==> src/rtl/konane_pkg.sv <==
// Shared types and constants for the konane turn arbiter.
// Purely declarative: no logic, no latency.
// No flow control of its own.
package konane_pkg;

  // Player identities. The player id doubles as its bit index in 2-bit per-player buses.
  localparam logic BLACK = 1'b0;
  localparam logic WHITE = 1'b1;

  // Board geometry: 6x6 board with one selectable flag per cell.
  localparam int BOARD_ROWS  = 6;
  localparam int BOARD_COLS  = 6;
  localparam int BOARD_CELLS = BOARD_ROWS * BOARD_COLS;

  // Signed coordinate width. (-1,-1) is the engine's give-up move.
  localparam int                         COORD_W      = 5;
  localparam logic signed [COORD_W-1:0]  GIVEUP_COORD = 5'sb11111;

  typedef enum logic [1:0] {
    WAIT_OP = 2'd0,  // waiting for the current player's op (or a timeout)
    FWD_OP  = 2'd1,  // presenting the latched op to the engine
    WAIT_RE = 2'd2,  // waiting for the engine's result
    DLV_RE  = 2'd3   // delivering the captured result to the player(s)
  } arb_state_t;

  // One-hot mask selecting a player's bit in a 2-bit per-player bus.
  function automatic logic [1:0] player_mask(input logic p);
    return p ? 2'b10 : 2'b01;
  endfunction

endpackage

==> src/rtl/konane_idle_timer.sv <==
// Saturating idle counter: counts enabled cycles up to TIMEOUT_CYCLES and holds there.
// done is a decode of the registered count and rises TIMEOUT_CYCLES enabled cycles after a clear.
// No backpressure; clr has priority over en.
// Ports: clk, rst (async active-high), en (count this cycle), clr (return to zero), done (count at limit).
module konane_idle_timer #(
  parameter int TIMEOUT_CYCLES = 1024
) (
  input  logic clk,
  input  logic rst,
  input  logic en,
  input  logic clr,
  output logic done
);

  localparam int                CW    = (TIMEOUT_CYCLES < 2) ? 1 : $clog2(TIMEOUT_CYCLES + 1);
  localparam logic [CW-1:0]     LIMIT = CW'(TIMEOUT_CYCLES);

  logic [CW-1:0] count;

  always_ff @(posedge clk or posedge rst) begin
    if (rst) begin
      count <= '0;
    end else if (clr) begin
      count <= '0;
    end else if (en && (count != LIMIT)) begin
      count <= count + 1'b1;
    end
  end

  assign done = (count == LIMIT);

endmodule

==> src/rtl/konane_turn_arbiter.sv <==
// Turn arbiter between two konane players and the game engine: gates ops by turn and routes results back.
// Latency: the op reaches the engine 1 cycle after acceptance; the result is offered to players 1 cycle after eng_re_valid.
// Backpressure: each stage holds until its handshake completes; only the current player's op is ever acknowledged.
// Ports: p_op_* / p_re_* are the per-player op and result channels (bit k = player k).
//        eng_op_* / eng_re_* are the engine handshake pair; re_* are the captured result fields.
//        cur_player, turn_count, game_count, winner, game_over and stall report game status.
module konane_turn_arbiter
  import konane_pkg::*;
#(
  parameter int TIMEOUT_CYCLES = 1024,
  parameter int CNT_W          = 8
) (
  input  logic                     clk,
  input  logic                     rst,
  // player op channels
  input  logic [1:0]               p_op_valid,
  output logic [1:0]               p_op_ready,
  input  logic [2*COORD_W-1:0]     p_op_i,
  input  logic [2*COORD_W-1:0]     p_op_j,
  // player result channels
  output logic [1:0]               p_re_valid,
  input  logic [1:0]               p_re_ready,
  output logic                     re_is_finished,
  output logic                     re_next_player_id,
  output logic                     re_player_can_giveup,
  output logic [BOARD_CELLS-1:0]   re_selectable,
  // engine op channel
  output logic                     eng_op_valid,
  input  logic                     eng_op_ready,
  output logic [COORD_W-1:0]       eng_op_i,
  output logic [COORD_W-1:0]       eng_op_j,
  // engine result channel
  input  logic                     eng_re_valid,
  output logic                     eng_re_ready,
  input  logic                     eng_re_is_finished,
  input  logic                     eng_re_next_player_id,
  input  logic                     eng_re_player_can_giveup,
  input  logic [BOARD_CELLS-1:0]   eng_re_selectable,
  // game status
  output logic                     cur_player,
  output logic [CNT_W-1:0]         turn_count,
  output logic [CNT_W-1:0]         game_count,
  output logic                     winner,
  output logic                     game_over,
  output logic                     stall
);

  arb_state_t                  state;
  logic                        can_giveup_r;
  logic signed [COORD_W-1:0]   op_i_r;
  logic signed [COORD_W-1:0]   op_j_r;
  logic [1:0]                  re_vld_r;
  logic                        game_over_r;
  logic                        timer_done;
  logic [1:0]                  re_left;
  logic [COORD_W-1:0]          sel_i;
  logic [COORD_W-1:0]          sel_j;

  // Idle timer runs only while waiting for an op; any other state holds it at zero.
  konane_idle_timer #(
    .TIMEOUT_CYCLES (TIMEOUT_CYCLES)
  ) u_idle_timer (
    .clk  (clk),
    .rst  (rst),
    .en   (state == WAIT_OP),
    .clr  (state != WAIT_OP),
    .done (timer_done)
  );

  // Coordinates of whichever player currently owns the turn.
  assign sel_i = cur_player ? p_op_i[2*COORD_W-1:COORD_W] : p_op_i[COORD_W-1:0];
  assign sel_j = cur_player ? p_op_j[2*COORD_W-1:COORD_W] : p_op_j[COORD_W-1:0];

  // Result bits still outstanding after this cycle's player handshakes.
  assign re_left = re_vld_r & ~p_re_ready;

  always_ff @(posedge clk or posedge rst) begin
    if (rst) begin
      state                <= WAIT_OP;
      cur_player           <= BLACK;
      can_giveup_r         <= 1'b0;
      op_i_r               <= '0;
      op_j_r               <= '0;
      re_vld_r             <= 2'b00;
      re_is_finished       <= 1'b0;
      re_next_player_id    <= 1'b0;
      re_player_can_giveup <= 1'b0;
      re_selectable        <= '0;
      turn_count           <= '0;
      game_count           <= '0;
      winner               <= 1'b0;
      game_over_r          <= 1'b0;
    end else begin
      game_over_r <= 1'b0;
      case (state)
        WAIT_OP: begin
          // A real op always beats the automatic give-up.
          if (p_op_valid[cur_player]) begin
            op_i_r <= sel_i;
            op_j_r <= sel_j;
            state  <= FWD_OP;
          end else if (timer_done && can_giveup_r) begin
            op_i_r <= GIVEUP_COORD;
            op_j_r <= GIVEUP_COORD;
            state  <= FWD_OP;
          end
        end

        FWD_OP: begin
          if (eng_op_ready) begin
            state <= WAIT_RE;
          end
        end

        WAIT_RE: begin
          if (eng_re_valid) begin
            re_is_finished       <= eng_re_is_finished;
            re_next_player_id    <= eng_re_next_player_id;
            re_player_can_giveup <= eng_re_player_can_giveup;
            re_selectable        <= eng_re_selectable;
            // A finished game is announced to both players; otherwise only the mover sees it.
            re_vld_r             <= eng_re_is_finished ? 2'b11 : player_mask(cur_player);
            state                <= DLV_RE;
          end
        end

        DLV_RE: begin
          if (re_is_finished) begin
            re_vld_r <= re_left;
            if (re_left == 2'b00) begin
              // cur_player is still the mover of the finishing op.
              winner       <= cur_player;
              game_over_r  <= 1'b1;
              if (game_count != {CNT_W{1'b1}}) begin
                game_count <= game_count + 1'b1;
              end
              turn_count   <= '0;
              cur_player   <= BLACK;
              can_giveup_r <= 1'b0;
              state        <= WAIT_OP;
            end
          end else if (p_re_ready[cur_player]) begin
            re_vld_r     <= 2'b00;
            can_giveup_r <= re_player_can_giveup;
            // The same player keeps the turn during a continued jump; only a hand-over completes a turn.
            if (re_next_player_id != cur_player) begin
              if (turn_count != {CNT_W{1'b1}}) begin
                turn_count <= turn_count + 1'b1;
              end
              cur_player <= re_next_player_id;
            end
            state <= WAIT_OP;
          end
        end

        default: state <= WAIT_OP;
      endcase
    end
  end

  assign p_op_ready   = (state == WAIT_OP) ? player_mask(cur_player) : 2'b00;
  assign eng_op_valid = (state == FWD_OP);
  assign eng_op_i     = op_i_r;
  assign eng_op_j     = op_j_r;
  assign eng_re_ready = (state == WAIT_RE);
  assign p_re_valid   = re_vld_r;
  assign game_over    = game_over_r;
  // Timed out but the engine has not offered a give-up: the player is simply stuck.
  assign stall        = (state == WAIT_OP) && timer_done && !can_giveup_r;

endmodule

==> config.mk <==
export PLATFORM = sky130hd
export DESIGN_NAME = konane_turn_arbiter
export DESIGN_NICKNAME = d
export VERILOG_FILES = /design/src/rtl/konane_pkg.sv /design/src/rtl/konane_idle_timer.sv /design/src/rtl/konane_turn_arbiter.sv
export SDC_FILE = /design/constraint.sdc
export NUM_CORES = 1
export LEC_CHECK = 0
export CORE_MARGIN = 5
export CORE_UTILIZATION = 39
export CTS_CLUSTER_DIAMETER = 60
export DETAILED_ROUTE_END_ITERATION = 16
export PLACE_DENSITY = 0.84
export SETUP_SLACK_MARGIN = 0.05
export SYNTH_ARGS = -nofsm -noshare
export SYNTH_HDL_FRONTEND = slang
export SYNTH_SLANG_ARGS = --single-unit
==> constraint.sdc <==
create_clock -name clk -period 5.8 [get_ports clk]
set_input_delay 0.87 -clock clk [delete_from_list [all_inputs] [get_ports clk]]
set_output_delay 0.87 -clock clk [all_outputs]
set_load 0.01 [all_outputs]
# Word level (Yosys, flattened, before mapping)
# Cells that the tools add are included.
# Widths: inputs -> output; s select.
classes:
  addsub: 3
  n_lt_le_gt_ge: 1
  eq_ne: 14
  mux: 39
  bitwise: 2
  n_reduce_logical: 23
ops:
  columns: ["cell", "n"]
  rows:
  - ["$mux 8", 5]
  - ["$mux 5", 5]
  - ["$mux 2", 12]
  - ["$mux 11", 2]
  - ["$add 8x1->8 const B", 2]
  - ["$ne 8x8->1 const B", 2]
  - ["$reduce_bool 2->1", 7]
  - ["$mux 1", 13]
  - ["$add 11x1->11 const B", 1]
  - ["$eq 11x11->1 const B", 1]
  - ["$ne 11x11->1 const B", 1]
  - ["$reduce_and 5->1", 2]
  - ["$ne 3x3->1 const B", 3]
  - ["$reduce_and 3->1", 3]
  - ["$pmux 2 s4", 1]
  - ["$reduce_and 4->1", 2]
  - ["$eq 2x2->1 const B", 2]
  - ["$logic_and 1x1->1", 4]
  - ["$logic_not 2->1", 2]
  - ["$ne 2x1->1 const B", 2]
  - ["$pmux 2 s2", 1]
  - ["$reduce_and 2->1", 2]
  - ["$and 2x2->2", 1]
  - ["$eq 2x1->1 const B", 1]
  - ["5 further kinds", 5]
word_totals:
  reg_bits: 84
  input_bits: 67
  output_inout_bits: 75
  word_cells: 97

# Logic depth before layout (Yosys ltp)
logic_depth:
  ltp_word: 6
  ltp_mapped: 7

# Cells and area by module
# A second synthesis with hierarchy kept.
unflattened:
  hier_cells: 344
  area_unflattened_um2: 3948.8
by_module_without_submodules:
  columns: ["module", "instances", "cells_per_inst", "area_per_inst_um2"]
  rows:
  - ["konane_turn_arbiter", 1, 278, 3325.7]
  - ["konane_idle_timer", 1, 66, 623.1]

# Least setup slack after synthesis
# OpenSTA, ideal clock, no wires.
synth_timing:
  kind: "flip-flop to output port"
  start: "register u_idle_timer.count[6]"
  end: "output port stall"
  arrival_ns: 1.403
  path_slack_ns: 3.527
  path_stages_with_launch: 4
  n_path_buf: 0
  path_cell_list: "dfrtp_1 > nor4b_1 > nand3_1 > nor3b_1"
synth_between:
  elab_chain_cells: 3
synth_lines:
  columns: ["item", "line_no", "rtl"]
  rows:
  - ["start, declared", "konane_idle_timer.sv:18", "logic [CW-1:0] count;"]
  - ["start signal, assigned", "konane_idle_timer.sv:26", "count <= count + 1'b1;"]
  - ["$eq 11x11->1", "konane_idle_timer.sv:30", "assign done = (count == LIMIT);"]
  - ["$logic_and 1x1->1 (2 in series)", "konane_turn_arbiter.sv:169", "assign stall = (state == WAIT_OP) && timer_done && !can_giveup_r;"]
  - ["end, declared", "konane_turn_arbiter.sv:45", "output logic stall"]
# Every way passes these cells.

# Worst setup path in the final report
# Ends and elaborated chain as after synthesis.

==> metrics list <==
- After synthesis, the netlist uses 38 different library cells.
* Xor and xnor fraction of the mapped netlist area: 5.319%
* Adder-cell area share of the yosys netlist: 2.643%
* Total setup violations reported at the end of the flow: 0
- The number of antenna violations at the first check in global routing is 0.
- Maximum Capacitance Violations: 0
- Power spread over the standard cell area amounts to 463.5 nW/µm².
- Tightest Pin Transition: 1055 ps
- Layer with the highest usage: met2
- Remaining global-route overflow: 0
* Met3 track demand over resource: 5.851%
- DRC viols: 0
- Post-detailed-route wirelength per cell: 15.22 µm
- Deepest clock path buffer count: 2
- In the global route stage, overall resource usage came out at 15.75%.
* Met2 Use GR: 26.74%
- The startpoint identified for the worst hold timing path is game_count[5].
- Clock-pin slew of the registers on the worst-case setup and hold paths: 90 ps
- Final HPWL from detailed placement: 6702 µm
- Area of the die: 11780 µm²
- In this run the critical register-to-register path is launched from cur_player.
- TritonCTS built the clock tree.
- Synth Area in Compound Gates: 4.988%
* Result of the run: complete, no violations
- Number of resized instances in the post-cts repair step: 0
* Core Area: 9639 µm²
* Number of cells after detailed placement: 573
- Synth Net Count: 383
- The synthesized netlist devotes 13.08% of its cell area to simple gates.
- In the final timing run, aggregate negative setup slack is 0 ps.
* Buffers added on ports: 141
- Tracing the worst setup path back leads to its startpoint at u_idle_timer.count[6].
- Area of the mapped netlist: 3787 µm²
- In this run the vertical extent of the chip is 108.5 µm.
- The floorplan step set the die width to 108.5 µm.
* Worst endpoint data arrival time: 2370 ps
- Number of placement rows: 36
* Clock Skew: 10.25 ps
* First-pass GRT wire length: 14520 µm
* Count of nets left with antenna violations after detail routing: 0
- Average via count per standard cell: 4.820
* Flip-flop and latch count after synthesis: 84
- Summed over all layers, the routed wires come to 8965 µm.
- Hold_ws: 493.7 ps
* Final Slew Violations: 0
* Category of the worst setup path launch point: flop
- Number of setup buffers added after CTS: 0
* Combinational family with the most area after synthesis: multiplexers
- Vias: 2839
* Syn Inst Count: 308
- Number of levels in the clock H-tree: 3
- Max Clock Freq: 0.3083 GHz
- Entering global routing, the biggest net connects 85 pins.
- Relative area change from synthesis to final layout: 45.89%
* I/O pins: 142
* Critical path class: reg2out
* Total chip power: 0.002561 W
- N_diodes: 0
- Sequential share of the synthesized area: 55.50%
* Share of cell area taken by muxes after synthesis: 16.35%
- For this design the static power due to leakage is 2.328 nW.
- Once layout is complete, the cells apart from fillers number 589.
* Clk Latency, worst-skew pair: 350 ps
* Hold buffers post-CTS: 0
* Crit path required time: 4930 ps
* Nets: 526
- Period utilization: 55.92%
* GR Util met1: 18.07%
- Cells fill 57.32% of the core in the end.
- For this configuration, the core starts out at a cell density of 39.29%.
- Num CTS Buffers: 9
* Root Buffer Master: clkbuf_8
* Total number of yosys warnings: 0
* Worst Hold Class: reg2reg
* Sinks on the clock net: 84
* Final hold vios: 0
- A synthesized cell averages 12.30 µm².
- Max IR drop VDD: 0.2547 mV
- The routed design could run at a clock period as short as 3243 ps.
- Setup repair after global routing left no endpoint under its margin.
* Via count of the first global-routing pass: 3024
* Routability congestion estimate: 0.8916
- Relative slew margins: 29.69%
- Along the worst path, the maximum fanout reaches 5.
* Starting DRT DRC Count: 120
- Critical Path Sink Type: primary output
- Fraction of layout instances using a drive strength above 1: 14.25%
- First-pass iteration count of the detailed router: 4
## worst max-delay path, stage by stage, from the launching register on
cell and delay, ps:
dfrtp_1 430, nor4b_1 520, nand3_1 250, nor3b_1 260, clkdlybuf4s50_1 570
## cell usage in the layout, fill, tap and decap left out, types with 2 or more instances in the layout
cell type	n
a21oi_1	11
o21ai_0	5
nand3_1	9
nand4_1	3
o31ai_1	2
and2_1	11
xnor2_1	15
nor2b_1	7
mux2_2	43
inv_1	6
a31oi_1	2
nand2_1	9
clkinv_2	3
dfrtp_1	84
nor4b_1	2
mux2i_1	12
xor2_1	8
clkdlybuf4s50_1	141
nand4b_1	2
a21boi_2	2
nor3b_1	2
nand2b_1	5
nor4_1	4
nand3b_1	2
and4_1	2
and3_1	7
nor2_1	25
ha_1	8
clkbuf_8	11
## path summary, 6_finish.rpt
check | endpoint | slack [ps] | depth (start not counted)
max reg2reg | turn_count[0] | 3490 | 4
min in group asynchronous | re_selectable[29] | 1150 | 3
max in group asynchronous | re_selectable[13] | 3930 | 3
min | game_count[5] | 490 | 1
min reg2reg | game_count[5] | 490 | 1
max | stall | 2560 | 4
## final cells by class
type / instances / area, µm²
Fill cell: 813 / 4114
Sequential cell: 84 / 2102
Multi-Input combinational cell: 207 / 1608
Timing Repair Buffer: 142 / 1419
Tap cell: 133 / 166.4
Clock buffer: 12 / 155.1
Clock inverter: 4 / 47.55
Inverter: 7 / 27.53
## metrics by stage
step           worst slack [ps]  instance area [µm²]
6_report                   2557                 5525
5_1_grt                    2348                 5525
4_1_cts                    2531                 5525
2_1_floorplan              2765                 3787
3_5_place_dp               2933                 5323
3_3_place_gp               3018                 5323
## cells in the mapped netlist, drive strengths merged
master | instances | area share, %
nor4 | 4 | 0.66
buf | 7 | 1.1
clkbuf | 3 | 0.30
o31ai | 2 | 0.40
and2 | 11 | 1.8
inv | 7 | 0.69
a21boi | 2 | 0.59
and3 | 7 | 1.2
and4 | 2 | 0.46
mux2 | 44 | 13
xnor2 | 15 | 3.5
nand3b | 2 | 0.40
xor2 | 8 | 1.9
dfrtp | 84 | 56
o21ai | 5 | 0.66
o22ai | 1 | 0.17
o2111ai | 1 | 0.23
a21oi | 11 | 1.5
a32o | 1 | 0.26
nor4b | 2 | 0.46
a31oi | 2 | 0.33
nand2 | 10 | 0.99
nor3 | 1 | 0.13
ha | 8 | 2.6
a21o | 1 | 0.20
a32oi | 1 | 0.43
nand4b | 2 | 0.46
nand4 | 3 | 0.50
nor3b | 2 | 0.40
mux2i | 12 | 3.2
nand2b | 5 | 0.83
o32a | 1 | 0.26
nor2b | 7 | 1.2
nand3 | 9 | 1.2
nor2 | 25 | 2.5
## state kept, by name, summed over array words and instances (netlist names)
register and count:
can_giveup_r 1, cur_player 1, eng_op_i 5, eng_op_j 5, game_count 8, game_over 1
p_re_valid 2, re_is_finished 1, re_next_player_id 1, re_player_can_giveup 1, re_selectable 36, state 2
turn_count 8, u_idle_timer.count 11, winner 1
## cell families after synthesis
family | Yosys count
AND/OR/NAND/NOR | 92
AO/OA/AOI/OAI | 28
flip-flops | 84
multiplexers | 56
adder cells (fa/ha/maj) | 8
XOR/XNOR | 23
buffers and inverters | 17
## report_power, final
part / switching [W] / internal [W]
clock: 0.000204 / 0.000221
sequential: 0.000173 / 0.000810
combinational: 0.000466 / 0.000687
## per-layer routing
layer  wire length, µm  part of all wire [%]
met1              3583                    40
met2              4550                    51
met3               701                   7.8
met4               129                   1.4
met5                 0                     0
(Power assumes the default switching activity.)
